===== src/rtl/poly_key_note_selector.sv =====
// Polyphonic key scanner with last-note-priority arbitration, per-octave period
// transform and a programmable release tail feeding a square-wave tone generator.
module poly_key_note_selector #(
    parameter int NUM_KEYS       = 8,
    parameter int PERIOD_W       = 19,
    parameter int RELEASE_CYCLES = 1000
) (
    input  logic                          clk,
    input  logic                          rst_n,
    input  logic [NUM_KEYS-1:0]           key_in,
    input  logic [1:0]                    octave_sel,
    input  logic [NUM_KEYS*PERIOD_W-1:0]  base_period,
    output logic [PERIOD_W-1:0]           output_period,
    output logic                          note_active,
    output logic [$clog2(NUM_KEYS)-1:0]   note_idx,
    output logic                          period_changed
);

    localparam int IDX_W = $clog2(NUM_KEYS);
    localparam int CNT_W = (RELEASE_CYCLES > 1) ? $clog2(RELEASE_CYCLES) : 1;
    localparam logic [CNT_W-1:0] REL_LOAD =
        (RELEASE_CYCLES > 0) ? CNT_W'(RELEASE_CYCLES - 1) : '0;

    typedef enum logic [1:0] {
        ST_IDLE,
        ST_PLAY,
        ST_REL
    } state_t;

    state_t                state;
    state_t                state_next;
    logic [NUM_KEYS-1:0]   key_prev;
    logic [NUM_KEYS-1:0]   press;
    logic [IDX_W-1:0]      cur_idx;
    logic [IDX_W-1:0]      idx_next;
    logic [CNT_W-1:0]      rel_cnt;
    logic [CNT_W-1:0]      rel_next;
    logic [PERIOD_W-1:0]   period_next;

    function automatic logic [IDX_W-1:0] lowest_set(input logic [NUM_KEYS-1:0] v);
        logic [IDX_W-1:0] r;
        r = '0;
        for (int k = NUM_KEYS - 1; k >= 0; k--) begin
            if (v[k]) r = IDX_W'(k);
        end
        return r;
    endfunction

    function automatic logic [PERIOD_W-1:0] pick_base(
        input logic [NUM_KEYS*PERIOD_W-1:0] tbl,
        input logic [IDX_W-1:0]             idx
    );
        logic [PERIOD_W-1:0] r;
        r = '0;
        for (int k = 0; k < NUM_KEYS; k++) begin
            if (idx == IDX_W'(k)) r = tbl[k*PERIOD_W +: PERIOD_W];
        end
        return r;
    endfunction

    // Doubling the period drops an octave; clamp instead of wrapping to a high note.
    function automatic logic [PERIOD_W-1:0] octave_xform(
        input logic [PERIOD_W-1:0] b,
        input logic [1:0]          sel
    );
        logic [PERIOD_W-1:0] r;
        case (sel)
            2'b11:   r = b;
            2'b01:   r = b >> 1;
            2'b10:   r = b[PERIOD_W-1] ? '1 : (b << 1);
            default: r = '0;
        endcase
        return r;
    endfunction

    always_comb begin
        press    = key_in & ~key_prev;
        idx_next = cur_idx;
        if (|press) begin
            idx_next = lowest_set(press);
        end else if (!key_in[cur_idx] && (|key_in)) begin
            idx_next = lowest_set(key_in);
        end
    end

    always_comb begin
        state_next = state;
        rel_next   = rel_cnt;
        case (state)
            ST_IDLE: begin
                if (|press) state_next = ST_PLAY;
            end
            ST_PLAY: begin
                if (key_in == '0) begin
                    if (RELEASE_CYCLES > 0) begin
                        state_next = ST_REL;
                        rel_next   = REL_LOAD;
                    end else begin
                        state_next = ST_IDLE;
                    end
                end
            end
            ST_REL: begin
                if (|press) begin
                    state_next = ST_PLAY;
                    rel_next   = '0;
                end else if (rel_cnt == '0) begin
                    state_next = ST_IDLE;
                end else begin
                    rel_next = rel_cnt - 1'b1;
                end
            end
            default: state_next = ST_IDLE;
        endcase
    end

    always_comb begin
        period_next = '0;
        if (state_next != ST_IDLE) begin
            period_next = octave_xform(pick_base(base_period, idx_next), octave_sel);
        end
    end

    // rst_n is expected to be released synchronously to clk upstream.
    always_ff @(posedge clk or negedge rst_n) begin
        if (!rst_n) begin
            state          <= ST_IDLE;
            key_prev       <= '0;
            cur_idx        <= '0;
            rel_cnt        <= '0;
            output_period  <= '0;
            note_active    <= 1'b0;
            period_changed <= 1'b0;
        end else begin
            state          <= state_next;
            key_prev       <= key_in;
            cur_idx        <= idx_next;
            rel_cnt        <= rel_next;
            output_period  <= period_next;
            note_active    <= (state_next != ST_IDLE);
            period_changed <= (period_next != output_period);
        end
    end

    assign note_idx = cur_idx;

endmodule


===== config.mk =====
export PLATFORM = sky130hd
export DESIGN_NAME = poly_key_note_selector
export DESIGN_NICKNAME = d
export VERILOG_FILES = /design/src/rtl/poly_key_note_selector.sv
export SDC_FILE = /design/constraint.sdc
export NUM_CORES = 1
export LEC_CHECK = 0
export ABC_AREA = 1
export BUFFER_PORTS_ARGS = -buffer_cell sky130_fd_sc_hd__buf_2
export CORE_MARGIN = 5
export CORE_UTILIZATION = 45
export CTS_CLUSTER_DIAMETER = 100
export DETAILED_ROUTE_END_ITERATION = 16
export GPL_TIMING_DRIVEN = 0
export PLACE_DENSITY = 0.72
export RECOVER_POWER = 50
export SLEW_MARGIN = 0
export SYNTH_ARGS = -nofsm -noshare
export SYNTH_HDL_FRONTEND = slang
export SYNTH_SLANG_ARGS = --single-unit

===== constraint.sdc =====
create_clock -name clk -period 3.1 [get_ports clk]
set_clock_uncertainty 0.1 [all_clocks]
set_input_delay 0.31 -clock clk [delete_from_list [all_inputs] [get_ports clk]]
set_output_delay 0.31 -clock clk [all_outputs]
set_load 0.01 [all_outputs]

==> impl_metrics.csv <==
group,metric,value,unit
clock_network,cts_tree,"built",
yosys,synth_edf_count,0,
run,cap_violations,0,
die,core-area,0.009284,sq mm
timing,hold_viol,0,
clock_network,htree_num_levels,2,
die,initial_core_util,46.36,%
place,hpwl,12.62,mm
worst_setup_path,cp_common_cell,"nand2_1",
detailed_routing,drt_iter0_markers,420,
global_route,met3_usage,5.219,%
cells_and_area,fin_nets,1117,
place,gp_congestion,0.9462,
die,die_area,0.01162,sq mm
worst_setup_path,crit_path_end_kind,"flop",
timing,max_slew_margin,32.31,%
global_route,grt_pass1_wl,25.46,mm
yosys,ys_seq_area_share,25.58,%
cells_and_area,layout-drive-gt1-share,35.78,%
yosys,synthFlopType,"dfrtp_1",
worst_setup_path,timing.critical_path.buf_inv,6,
power,power_density,480.9,mW/mm^2
die,pin_count,188,
detailed_routing,viasPerCell,5.322,
detailed_routing,vias,5764,
global_route,top_usage_layer,"met2",
timing,tns,-0.1212,ns
timing,worst_pin_slew,1.015,ns
timing,clock.fmax,310.4,MHz
yosys,yosys-top-cells-count,"234 x nand2_1, 103 x inv_1, 77 x nand3_1",
timing,finalSetupViolCount,1,
timing,finalCritPeriodShare,103.9,%
place,portBuffers,187,
worst_setup_path,cp_top_family,"simple AND/OR/NAND/NOR gates",
status,violations,"setup timing",
worst_setup_path,path_max_fanout,9,
global_route,grt_pass1_vias,5585,
clock_network,cts.sinks,44,
clock_network,cts_buffers,5,
clock_network,cts.clk_slew.worst_paths,0.09,ns
hold_path,min_path_type,"in2async",
die,rows,35,
timing,rsz0062_at_grt,"yes",
yosys,synth_most_common_cell,"nand2_1",
yosys,synth_area,0.004304,sq mm
clock_network,clk_latency,0.31,ns
global_route,met2_usage,46.23,%
global_route,grt_usage,27.00,%
clock_network,cts_hold_buffers,0,
global_route,antenna_found_initial,1,
detailed_routing,detail_route.first_pass.iterations,5,
yosys,syn_inst,730,
yosys,netlist-cell-type-count,38,
worst_setup_path,critPathKind,"reg2reg",
worst_setup_path,required,3.20,ns
yosys,async_flop_share,100.0,%
die,die_y,107.8,um
power,power,2947,uW
global_route,grt_max_degree,45,
yosys,syn_nets,895,
clock_network,cts-root-buf,"clkbuf_8",
detailed_routing,drc,0,
timing,slew_violations,0,
worst_setup_path,arrival,3.32,ns
yosys,syn_avg_cell_area,5.896,sq um
place,dpl_worst_slack,-0.4861,ns
global_route,use_met1,34.22,%
yosys,yosysTopAreaCellShare,25.58,%
worst_setup_path,max_stage_delay,0.47,ns
cells_and_area,fin_util,66.01,%
yosys,ys_ff_latch,44,
clock_network,clockBufferDepth,2,
detailed_routing,wl,16.36,mm
power,p_leak,0.003570,uW
timing,fin_crit,3.221,ns
die,die_w,107.8,um
power,vdd_ir_drop_max,0.0003591,V
status,status,"finished with violations",
global_route,gr-total-overflow,0,
worst_setup_path,worst_path_max_delay_cell,"dfrtp_2",
detailed_routing,wl_per_cell,15.11,um
timing,worst_slack,-0.1212,ns
yosys,yosys.area.top_type,"dfrtp_1",
detailed_routing,ant_nets,0,
cells_and_area,area_delta_synth_final,42.38,%
yosys,post_synth_main_area_contributors,"dfrtp_1 26%, nand2_1 20%, nand4_1 9.3%",
worst_setup_path,critPathLaunchType,"flop",
yosys,yosysWarningCount,0,
-- area by class of cell --
cell class                 instances  area, sq um
timing repair buffer             215         1182
inverter                         115        441.7
fill                             880         3156
clock buffer                       6        82.58
antenna                            1        2.502
multi-input combinational        541         2846
clock inverter                     2        38.79
sequential                        44         1104
tap                              129        161.4
buffer                            30        269.0
-- per-stage QoR --
stage / hold WS [ns] / area [sq um] / cells
6_report: 0.05386 / 6128 / 1083
5_1_grt: 0.06635 / 6128 / 1083
4_1_cts: 0.05118 / 5737 / 1069
3_5_place_dp: 0.3714 / 5401 / 1046
3_3_place_gp: 0.3713 / 5401 / 1046
2_1_floorplan: -0.08559 / 4304 / 730
-- kinds of logic (layout without fill, tap and decap cells) --
logic type	after synthesis	in the layout	synth area share [%]
adders and majority gates	1	1	0.2907
other	0	1	0
AOI/OAI and AO/OA	48	48	6.163
and+or+nand+nor	492	492	53.26
DFF	44	44	25.58
buffers and inverters	145	368	14.71
-- repair_timing --
action / CTS / global route
gates cloned: 1 / 1
pin swaps: 26 / 49
buffers inserted: 14 / 12
setup endpoints to repair: 1 / 3
gates resized for setup: 25 / 81
-- sequential cells by signal, summed over array words and instances (netlist names) --
register and cells:
key_prev 8, period_changed 1, rel_cnt 10, note_active 1, note_idx 3, output_period 19
state 2
-- layout by cell type, fill, tap and decap left out, drive strengths merged, types with 2 or more instances in the layout --
cell,instances
o21bai,2
nor3,5
nand3b,11
or2,9
buf,240
nor2,76
clkbuf,11
o21ai,19
o22ai,7
nand4,64
a21oi,17
clkinv,3
dfrtp,44
nand3,83
nand2,241
inv,113
-- final timing paths --
kind | from | to | slack [ns] | cells past startpoint
setup / recovery | note_idx[0] | period_changed | -0.12 | 27
hold / removal | rst_n | note_idx[1] | 0.05 | 1
setup reg to reg | note_idx[0] | period_changed | -0.12 | 27
hold reg to reg | state[0] | state[0] | 0.42 | 1
max in group asynchronous | rst_n | note_idx[0] | 2.17 | 1
min in group clk | key_in[6] | key_prev[6] | 0.08 | 1
-- per-layer routing --
layer / up-vias / wire length [um] / part of all wire [%]
met5: - / 0 / 0
met4: 0 / 400 / 2.4
met3: 37 / 1262 / 7.7
met2: 255 / 7931 / 48
met1: 2679 / 6768 / 41
li1: 2793 / - / -
-- where the power goes --
| part | internal [uW] | total [uW] | switching (uW) |
|---|---|---|---|
| Clock | 264 | 486 | 222 |
| Combinational | 660 | 1670 | 1010 |
| Sequential | 693 | 786 | 93.3 |
Power figures use the tool's default switching activity.
